==> src/rtl/uart_pkg.sv <==
// UART definitions shared by the transmit and receive paths: default bit timing,
// FSM state encoding and frame constants.
package uart_pkg;

    localparam int unsigned CLKS_PER_BIT_DEFAULT = 694;  // 80 MHz / 115200 baud
    localparam int unsigned DATA_BITS            = 8;

    typedef enum logic [1:0] {
        StIdle  = 2'd0,
        StStart = 2'd1,
        StData  = 2'd2,
        StStop  = 2'd3
    } uart_state_e;

endpackage

==> src/rtl/sync_fifo.sv <==
// Synchronous first-word-fall-through FIFO; rdata always shows the head entry.
// Full/empty come from the occupancy count, so pointers may wrap freely.
module sync_fifo
    import uart_pkg::*;
#(
    parameter int unsigned WIDTH = DATA_BITS,
    parameter int unsigned DEPTH = 16
) (
    input  logic                   Clock,
    input  logic                   Reset,
    input  logic                   push,
    input  logic                   pop,
    input  logic [WIDTH-1:0]       wdata,
    output logic [WIDTH-1:0]       rdata,
    output logic [$clog2(DEPTH):0] count,
    output logic                   full,
    output logic                   empty
);

    localparam int unsigned PTR_W = $clog2(DEPTH);

    logic [WIDTH-1:0] mem [DEPTH];
    logic [PTR_W-1:0] wr_ptr_q, wr_ptr_d;
    logic [PTR_W-1:0] rd_ptr_q, rd_ptr_d;
    logic [PTR_W:0]   count_q, count_d;
    logic             do_push, do_pop;

    assign full    = (count_q == (PTR_W + 1)'(DEPTH));
    assign empty   = (count_q == '0);
    assign do_push = push && !full;
    assign do_pop  = pop && !empty;

    always_comb begin
        wr_ptr_d = wr_ptr_q;
        rd_ptr_d = rd_ptr_q;
        count_d  = count_q;
        if (do_push) begin
            wr_ptr_d = wr_ptr_q + PTR_W'(1);
        end
        if (do_pop) begin
            rd_ptr_d = rd_ptr_q + PTR_W'(1);
        end
        case ({do_push, do_pop})
            2'b10:   count_d = count_q + (PTR_W + 1)'(1);
            2'b01:   count_d = count_q - (PTR_W + 1)'(1);
            default: count_d = count_q;
        endcase
    end

    always_ff @(posedge Clock or posedge Reset) begin
        if (Reset) begin
            wr_ptr_q <= '0;
            rd_ptr_q <= '0;
            count_q  <= '0;
        end else begin
            wr_ptr_q <= wr_ptr_d;
            rd_ptr_q <= rd_ptr_d;
            count_q  <= count_d;
        end
    end

    always_ff @(posedge Clock) begin
        if (do_push) begin
            mem[wr_ptr_q] <= wdata;
        end
    end

    assign rdata = mem[rd_ptr_q];
    assign count = count_q;

endmodule

==> src/rtl/uart_tx_fifo.sv <==
// Buffered 8N1 UART transmitter: host writes land in a FIFO that the serialiser
// drains back-to-back onto o_TX.
module uart_tx_fifo
    import uart_pkg::*;
#(
    parameter int unsigned CLKS_PER_BIT = CLKS_PER_BIT_DEFAULT,
    parameter int unsigned FIFO_DEPTH   = 16
) (
    input  logic                        Clock,
    input  logic                        Reset,
    input  logic                        i_Write,
    input  logic [7:0]                  i_Data,
    output logic                        o_Full,
    output logic [$clog2(FIFO_DEPTH):0] o_Count,
    output logic                        o_Overflow,
    output logic                        o_Busy,
    output logic                        o_TX
);

    localparam int unsigned BAUD_W = $clog2(CLKS_PER_BIT);
    localparam int unsigned IDX_W  = $clog2(DATA_BITS);
    localparam logic [BAUD_W-1:0] BAUD_LAST = BAUD_W'(CLKS_PER_BIT - 1);
    localparam logic [IDX_W-1:0]  IDX_LAST  = IDX_W'(DATA_BITS - 1);

    uart_state_e state_q, state_d;
    logic [BAUD_W-1:0] baud_q, baud_d;
    logic [IDX_W-1:0]  idx_q, idx_d;
    logic [7:0]        shift_q, shift_d;
    logic              tx_q, tx_d;
    logic              overflow_q;

    logic                        push, pop, full, empty, bit_done;
    logic [7:0]                  head;
    logic [$clog2(FIFO_DEPTH):0] count;

    // Acceptance uses the registered full flag, so a same-cycle pop never rescues a write.
    assign push = i_Write && !full;

    sync_fifo #(
        .WIDTH (DATA_BITS),
        .DEPTH (FIFO_DEPTH)
    ) u_fifo (
        .Clock (Clock),
        .Reset (Reset),
        .push  (push),
        .pop   (pop),
        .wdata (i_Data),
        .rdata (head),
        .count (count),
        .full  (full),
        .empty (empty)
    );

    assign bit_done = (baud_q == BAUD_LAST);

    always_comb begin
        state_d = state_q;
        baud_d  = baud_q;
        idx_d   = idx_q;
        shift_d = shift_q;
        pop     = 1'b0;
        unique case (state_q)
            StIdle: begin
                if (!empty) begin
                    pop     = 1'b1;
                    shift_d = head;
                    baud_d  = '0;
                    state_d = StStart;
                end
            end
            StStart: begin
                if (bit_done) begin
                    baud_d  = '0;
                    idx_d   = '0;
                    state_d = StData;
                end else begin
                    baud_d = baud_q + BAUD_W'(1);
                end
            end
            StData: begin
                if (bit_done) begin
                    baud_d = '0;
                    if (idx_q == IDX_LAST) begin
                        state_d = StStop;
                    end else begin
                        idx_d   = idx_q + IDX_W'(1);
                        shift_d = {1'b0, shift_q[7:1]};
                    end
                end else begin
                    baud_d = baud_q + BAUD_W'(1);
                end
            end
            StStop: begin
                if (bit_done) begin
                    baud_d = '0;
                    if (!empty) begin
                        pop     = 1'b1;
                        shift_d = head;
                        state_d = StStart;
                    end else begin
                        state_d = StIdle;
                    end
                end else begin
                    baud_d = baud_q + BAUD_W'(1);
                end
            end
            default: state_d = StIdle;
        endcase

        // Line level is decoded from the next state so o_TX changes on the same edge.
        tx_d = 1'b1;
        case (state_d)
            StStart: tx_d = 1'b0;
            StData:  tx_d = shift_d[0];
            default: tx_d = 1'b1;
        endcase
    end

    always_ff @(posedge Clock or posedge Reset) begin
        if (Reset) begin
            state_q    <= StIdle;
            baud_q     <= '0;
            idx_q      <= '0;
            shift_q    <= '0;
            tx_q       <= 1'b1;
            overflow_q <= 1'b0;
        end else begin
            state_q    <= state_d;
            baud_q     <= baud_d;
            idx_q      <= idx_d;
            shift_q    <= shift_d;
            tx_q       <= tx_d;
            overflow_q <= i_Write && full;
        end
    end

    assign o_TX       = tx_q;
    assign o_Full     = full;
    assign o_Count    = count;
    assign o_Overflow = overflow_q;
    assign o_Busy     = (state_q != StIdle) || !empty;

endmodule

==> config.mk <==
export PLATFORM = sky130hd
export DESIGN_NAME = uart_tx_fifo
export DESIGN_NICKNAME = d
export VERILOG_FILES = /design/src/rtl/uart_pkg.sv /design/src/rtl/sync_fifo.sv /design/src/rtl/uart_tx_fifo.sv
export SDC_FILE = /design/constraint.sdc
export NUM_CORES = 1
export LEC_CHECK = 0
export BUFFER_PORTS_ARGS = -buffer_cell sky130_fd_sc_hd__buf_2
export CORE_ASPECT_RATIO = 1.75
export CORE_MARGIN = 3
export CORE_UTILIZATION = 62
export DETAILED_ROUTE_END_ITERATION = 7
export PLACE_DENSITY = 0.79
export SYNTH_ARGS = -nofsm -noshare
export SYNTH_HDL_FRONTEND = slang
export SYNTH_HIERARCHICAL = 1
export SYNTH_SLANG_ARGS = --single-unit
==> constraint.sdc <==
create_clock -name Clock -period 3.8 [get_ports Clock]
set_input_delay 0.57 -clock Clock [delete_from_list [all_inputs] [get_ports Clock]]
set_output_delay 0.57 -clock Clock [all_outputs]
set_load 0.05 [all_outputs]
==> metrics.yaml, run 1 <==
pwr:
  internal-power_mw: 3.391
  pwr-share-comb_pct: 12.7
  power_mw: 4.610
  p_sw_share_pct: 26.45
  ir_worst_vdd_uv: 662.1
  power_density_mw_per_mm2: 564.7
  p_sw_mw: 1.220
  power.leakage_nw: 3.136
  clkPwrFrac_pct: 38.5
  seqPwrFrac_pct: 48.8
cells_and_area:
  layout-drive-gt1-share_pct: 17.67
  layout.nets: 550
  fin_area_mm2: 0.008164
  final_common_cell: "edfxtp_1"
  syn_to_final_growth_pct: 10.99
  num_antenna_cells: 0
  layout_common_cells: "edfxtp_1, dfrtp_1, nand2_1, o21ai_0, mux2i_1"
flow_run:
  drv_cap: 0
synth:
  postSynthCellCount: 494
  ys_top_cells_by_area: "edfxtp_1, dfrtp_1, mux4_2"
  synth_warnings: 6
  synth-edff-count: 128
  synth.top_cell.area_share_pct: 52.25
  yosys.area.top_type: "edfxtp_1"
  synth_area_per_cell_um2: 14.89
  ys_ff_latch: 166
  synthFlopType: "edfxtp_1"
  syn_area_mm2: 0.007356
  ys_seq_area_share_pct: 65.20
  synth_nets: 524
  async_flop_share_pct: 22.89
  ys_types: 58
grt:
  grt_overflow: 0
  grt_pass1_vias: 4442
  grt_max_degree: 27
  grt_pass1_wl_mm: 22.93
  grt_use_total_pct: 23.69
  antenna_found_initial: 0
critical_path:
  path_class: "reg -> reg"
  worstPathRequired_ns: 4.10
  rr_endpoint: "u_fifo/count[4]"
  crit_arrival_ns: 3.71
  reg2regPathDepth: 14
  worstPathMaxFanout: 8
  crit_path_start_kind: "flop"
  r2r_slack_ns: 0.40
  crit_end: "u_fifo/count[4]"
  r2r-start: "state_q[0]"
  endpoint_kind: "flop"
  startpoint: "state_q[0]"
placement:
  place_congestion: 0.8585
  place_ws_ns: 0.4246
  dp_hpwl_mm: 9.903
  place.port_buffers: 19
  placed_area_mm2: 0.007548
sta:
  fmaxAchievable_mhz: 293.7
  slew_headroom_pct: 13.39
  slew_violations: 0
  rsz0062_at_grt: "false"
  final.setup.worst_slack_ns: 0.3953
  final.period_utilization_pct: 89.60
  hold_viol_final: 0
  finalSetupTns_ns: 0
  holdWs_ns: 0.2074
  finClkSkew_ns: 0.008900
  period_minus_slack_ns: 3.405
  worst_slew_pin_slew_ns: 1.296
  setup_viol: 0
floorplan:
  die_y_um: 150.1
  core_mm2: 0.01158
  ios: 20
  start_util_pct: 63.52
  rows: 52
  dieWidth_um: 88.34
  die_area_mm2: 0.01326
clocking:
  cts_resized: 0
  clock_latency_ns: 0.42
  h-tree-depth: 4
  cts_buffer_depth: 2
  path_clk_slew_ns: 0.07
  cts_tree: "done"
  cts_buffers: 17
  post_cts_buffers: 0
  cts.sinks: 166
  cts_hold_buf: 0
  clock-root-buffer: "clkbuf_16"
run_status:
  outcome: "finished clean"
route:
  drc_errors: 0
  routed_wl_mm: 14.55
  drt.antenna.violating_nets: 0
  firstDrtPassIters: 5
  routed_via_density: 6.432
  via_count: 4290
  wl_per_cell_um: 21.81
  drt-initial-drc-count: 297
min_path:
  hp-class: "in -> async"
[cells in the mapped netlist (8+ instances only)]
library cell    n
o21ai_0        35
dfrtp_1        37
nor2_1         21
ha_1           18
mux2_2          8
a21oi_1        15
a22oi_1         8
nand2_1        35
a22o_1         10
inv_1          19
edfxtp_1      128
mux4_2         16
mux2i_1        33
a221oi_1        8
[final cells by class]
| cell class | instances | area [um2] |
|---|---|---|
| Tap cell | 135 | 168.9 |
| Inverter | 19 | 71.32 |
| Multi-Input combinational cell | 287 | 2328 |
| Timing Repair Buffer | 29 | 182.7 |
| Fill cell | 739 | 3417 |
| Sequential cell | 166 | 4797 |
| Clock buffer | 17 | 425.4 |
| Clock inverter | 14 | 190.2 |
[cells by family after synthesis]
logic type / synth area share, %
muxes: 10.82
adders and majority gates: 3.334
xor gates and xnor gates: 1.310
DFF: 65.20
buffers and inverters: 3.147
AOI/OAI and AO/OA: 9.100
and+or+nand+nor: 7.093
[layer usage]
layer	wire, um	global-route usage, %
met5	0	0
met2	8364	44.45
met3	509	4.655
met1	5220	24.82
met4	453	10.21
[worst min path at each step]
stage	start	end	slack [ns]	cells after the start
CTS	Reset	u_fifo/rd_ptr_q[1]	0.20	2
global placement	shift_q[7]	shift_q[7]	0.50	2
global route	Reset	u_fifo/rd_ptr_q[1]	0.24	2
finish	Reset	u_fifo/count[2]	0.21	2
floorplan	Reset	u_fifo/count[0]	0.45	1
detailed placement	idx_q[2]	idx_q[2]	0.51	1
[critical path, cell delays in order (launching register included)]
cell and delay [ns]:
dfrtp_1 0.44, inv_1 0.11, ha_1 0.35, inv_1 0.21, o41a_1 0.17, nor3_1 0.17
nor2b_1 0.23, ha_1 0.26, inv_1 0.10, fa_1 0.41, nor2b_1 0.13, o21ai_0 0.13
nand3_1 0.10, or3b_1 0.36, xnor2_1 0.13
[metrics by stage]
step,util [%],std cells
4_1_cts,70.49,667
5_1_grt,70.49,667
2_1_floorplan,-,494
6_report,70.49,667
3_3_place_gp,65.18,636
3_5_place_dp,65.18,636
[power by group through the flow]
stage	registers (mW)	logic [mW]	clock network [mW]
after floorplan	2.33	0.352	0
final	2.25	0.586	1.78
after global routing	2.27	0.634	1.87
after CTS	2.25	0.592	1.80
after detailed placement	2.28	0.588	0
after global placement	2.27	0.569	0
[state kept, by name (all words and copies together), names as in the netlist]
register	flops
idx_q	3
shift_q	8
u_fifo/mem	128
u_fifo/count	5
o_TX	1
u_fifo/wr_ptr_q	4
baud_q	10
u_fifo/rd_ptr_q	4
o_Overflow	1
state_q	2
(Power assumes the default switching activity.)
==> run 2: changes to the inputs <==
--- a/config.mk
+++ b/config.mk
@@ -6,11 +6,13 @@
 export NUM_CORES = 1
 export LEC_CHECK = 0
 export BUFFER_PORTS_ARGS = -buffer_cell sky130_fd_sc_hd__buf_2
+export CELL_PAD_IN_SITES_DETAIL_PLACEMENT = 1
+export CELL_PAD_IN_SITES_GLOBAL_PLACEMENT = 1
 export CORE_ASPECT_RATIO = 1.75
 export CORE_MARGIN = 3
-export CORE_UTILIZATION = 62
+export CORE_UTILIZATION = 53
 export DETAILED_ROUTE_END_ITERATION = 7
-export PLACE_DENSITY = 0.79
+export PLACE_DENSITY = 0.8
 export SYNTH_ARGS = -nofsm -noshare
 export SYNTH_HDL_FRONTEND = slang
 export SYNTH_HIERARCHICAL = 1
==> run 2 against run 1 <==
Net effect: critical path depth did not move; worst hold slack lost 0.034 ns; largest power group unchanged; count of clock-buffer cells in the layout rose by 1; via count up 1.1%; die area rose by 16%; register-to-register slack improved by 0.05 ns; routed wire length is 22% higher; combinational power increased by 5.5%; first-iteration DRC count is 10% lower; critical endpoint unchanged.
==> metrics.yaml, run 2 (same netlist as run 1, synthesis figures left out) <==
run_status:
  outcome: "finished clean"
pwr:
  power.leakage_nw: 3.145
  power_mw: 4.613
  power_density_mw_per_mm2: 560.7
  ir_worst_vdd_uv: 451.5
clocking:
  clock-root-buffer: "clkbuf_16"
  cts_tree: "done"
  cts_resized: 0
  cts_hold_buf: 0
  path_clk_slew_ns: 0.07
  cts.sinks: 166
  post_cts_buffers: 0
  cts_buffers: 17
  clock_latency_ns: 0.43
  h-tree-depth: 4
  cts_buffer_depth: 2
placement:
  dp_hpwl_mm: 12.16
  place.port_buffers: 19
  place_congestion: 0.8857
  placed_area_mm2: 0.007620
min_path:
  hp-class: "in -> async"
critical_path:
  worstPathRequired_ns: 4.12
  crit_path_start_kind: "flop"
  endpoint_kind: "flop"
  path_class: "reg -> reg"
  worstPathMaxFanout: 6
  startpoint: "baud_q[1]"
  crit_arrival_ns: 3.67
  r2r-start: "baud_q[1]"
cells_and_area:
  fin_area_mm2: 0.008228
  layout_common_cells: "edfxtp_1, dfrtp_1, nand2_1, o21ai_0, mux2i_1"
  largest_register: "u_fifo/mem"
  biggestRegsByFlops: "u_fifo/mem (128), baud_q (10), shift_q (8)"
  final_common_cell: "edfxtp_1"
  layout-drive-gt1-share_pct: 18.10
  syn_to_final_growth_pct: 11.86
  largest_register_ffs: 128
  num_antenna_cells: 0
  layout.nets: 553
route:
  drt-initial-drc-count: 266
  drt-met1-wl_mm: 6.434
  wl_per_cell_um: 24.90
  top_layer_used: "met4"
  met2_length_mm: 10.38
  drt.antenna.violating_nets: 0
  routed_via_density: 6.111
  routed-wl-met3_um: 354
  routed_wl_mm: 17.68
  via_count: 4339
  drc_errors: 0
  firstDrtPassIters: 5
floorplan:
  dieWidth_um: 95.06
  die_area_mm2: 0.01538
  ios: 20
  die_y_um: 161.8
  rows: 56
  core_mm2: 0.01352
  start_util_pct: 54.39
grt:
  grt_pass1_wl_mm: 27.47
  grt_max_degree: 26
  grt_pass1_vias: 4741
  grt_use_total_pct: 24.70
  antenna_found_initial: 0
  grt_overflow: 0
sta:
  finalSetupTns_ns: 0
  setup_viol: 0
  final.period_utilization_pct: 88.20
  rsz0062_at_grt: "false"
  fmaxAchievable_mhz: 298.4
  worst_slew_pin_slew_ns: 0.9877
  period_minus_slack_ns: 3.352
  slew_headroom_pct: 34.08
  holdWs_ns: 0.1735
  finClkSkew_ns: 0.01159
  slew_violations: 0
  hold_viol_final: 0
flow_run:
  drv_cap: 0
==> run 2: cell types whose count changed in the layout (fill, tap and decap cells not counted), sizes merged <==
cell / previous run / this run
buf: 29 / 32
bufinv: 3 / 1
clkinv: 3 / 5
clkbuf: 17 / 18
==> run 2: metrics by stage <==
step	utilization, %	std cells	worst slack, ns
3_5_place_dp	56.35	678	0.4477
3_3_place_gp	56.35	678	0.5635
5_1_grt	60.84	710	0.2245
4_1_cts	60.84	710	0.4051
6_report	60.84	710	0.4482
2_1_floorplan	-	494	0.3428
==> run 2: worst max-delay path, stage by stage (launching register included) <==
cell       delay (ns)
dfrtp_1          0.40
inv_1            0.08
ha_1             0.20
nand4bb_4        0.19
o41a_1           0.46
nor3_1           0.15
nor2b_1          0.20
ha_1             0.25
inv_1            0.10
fa_1             0.41
nor2b_1          0.12
o21ai_0          0.11
nand3_1          0.10
or3b_1           0.36
xnor2_1          0.13
==> run 2: per-layer routing <==
layer  up-vias  GRT usage (%)
li1       1952              -
met1      2270          26.44
met2        86          46.71
met3        31          4.171
met4         0          9.921
met5         -              0
==> run 2: worst paths after layout <==
check | end | slack (ns) | cells past startpoint
max | u_fifo/count[4] | 0.45 | 14
min | u_fifo/count[4] | 0.17 | 2
max reg2reg | u_fifo/count[4] | 0.45 | 14
min reg2reg | u_fifo/count[4] | 0.52 | 1
max in group asynchronous | idx_q[1] | 2.81 | 2
min in group Clock | o_Overflow | 0.39 | 2
==> run 2: cell type report <==
type / instances / area (um2)
clock inverter: 14 / 178.9
sequential: 166 / 4797
fill: 1256 / 5295
clock buffer: 18 / 429.2
inverter: 19 / 71.32
multi-input combinational: 287 / 2328
timing repair buffer: 32 / 205.2
tap: 174 / 217.7
==> run 2: power by group <==
part / leakage [nW] / switching (mW) / total, mW / internal (mW)
clock network: 0.298 / 0.782 / 1.73 / 0.949
logic: 1.22 / 0.428 / 0.618 / 0.190
registers: 1.63 / 0.117 / 2.26 / 2.15
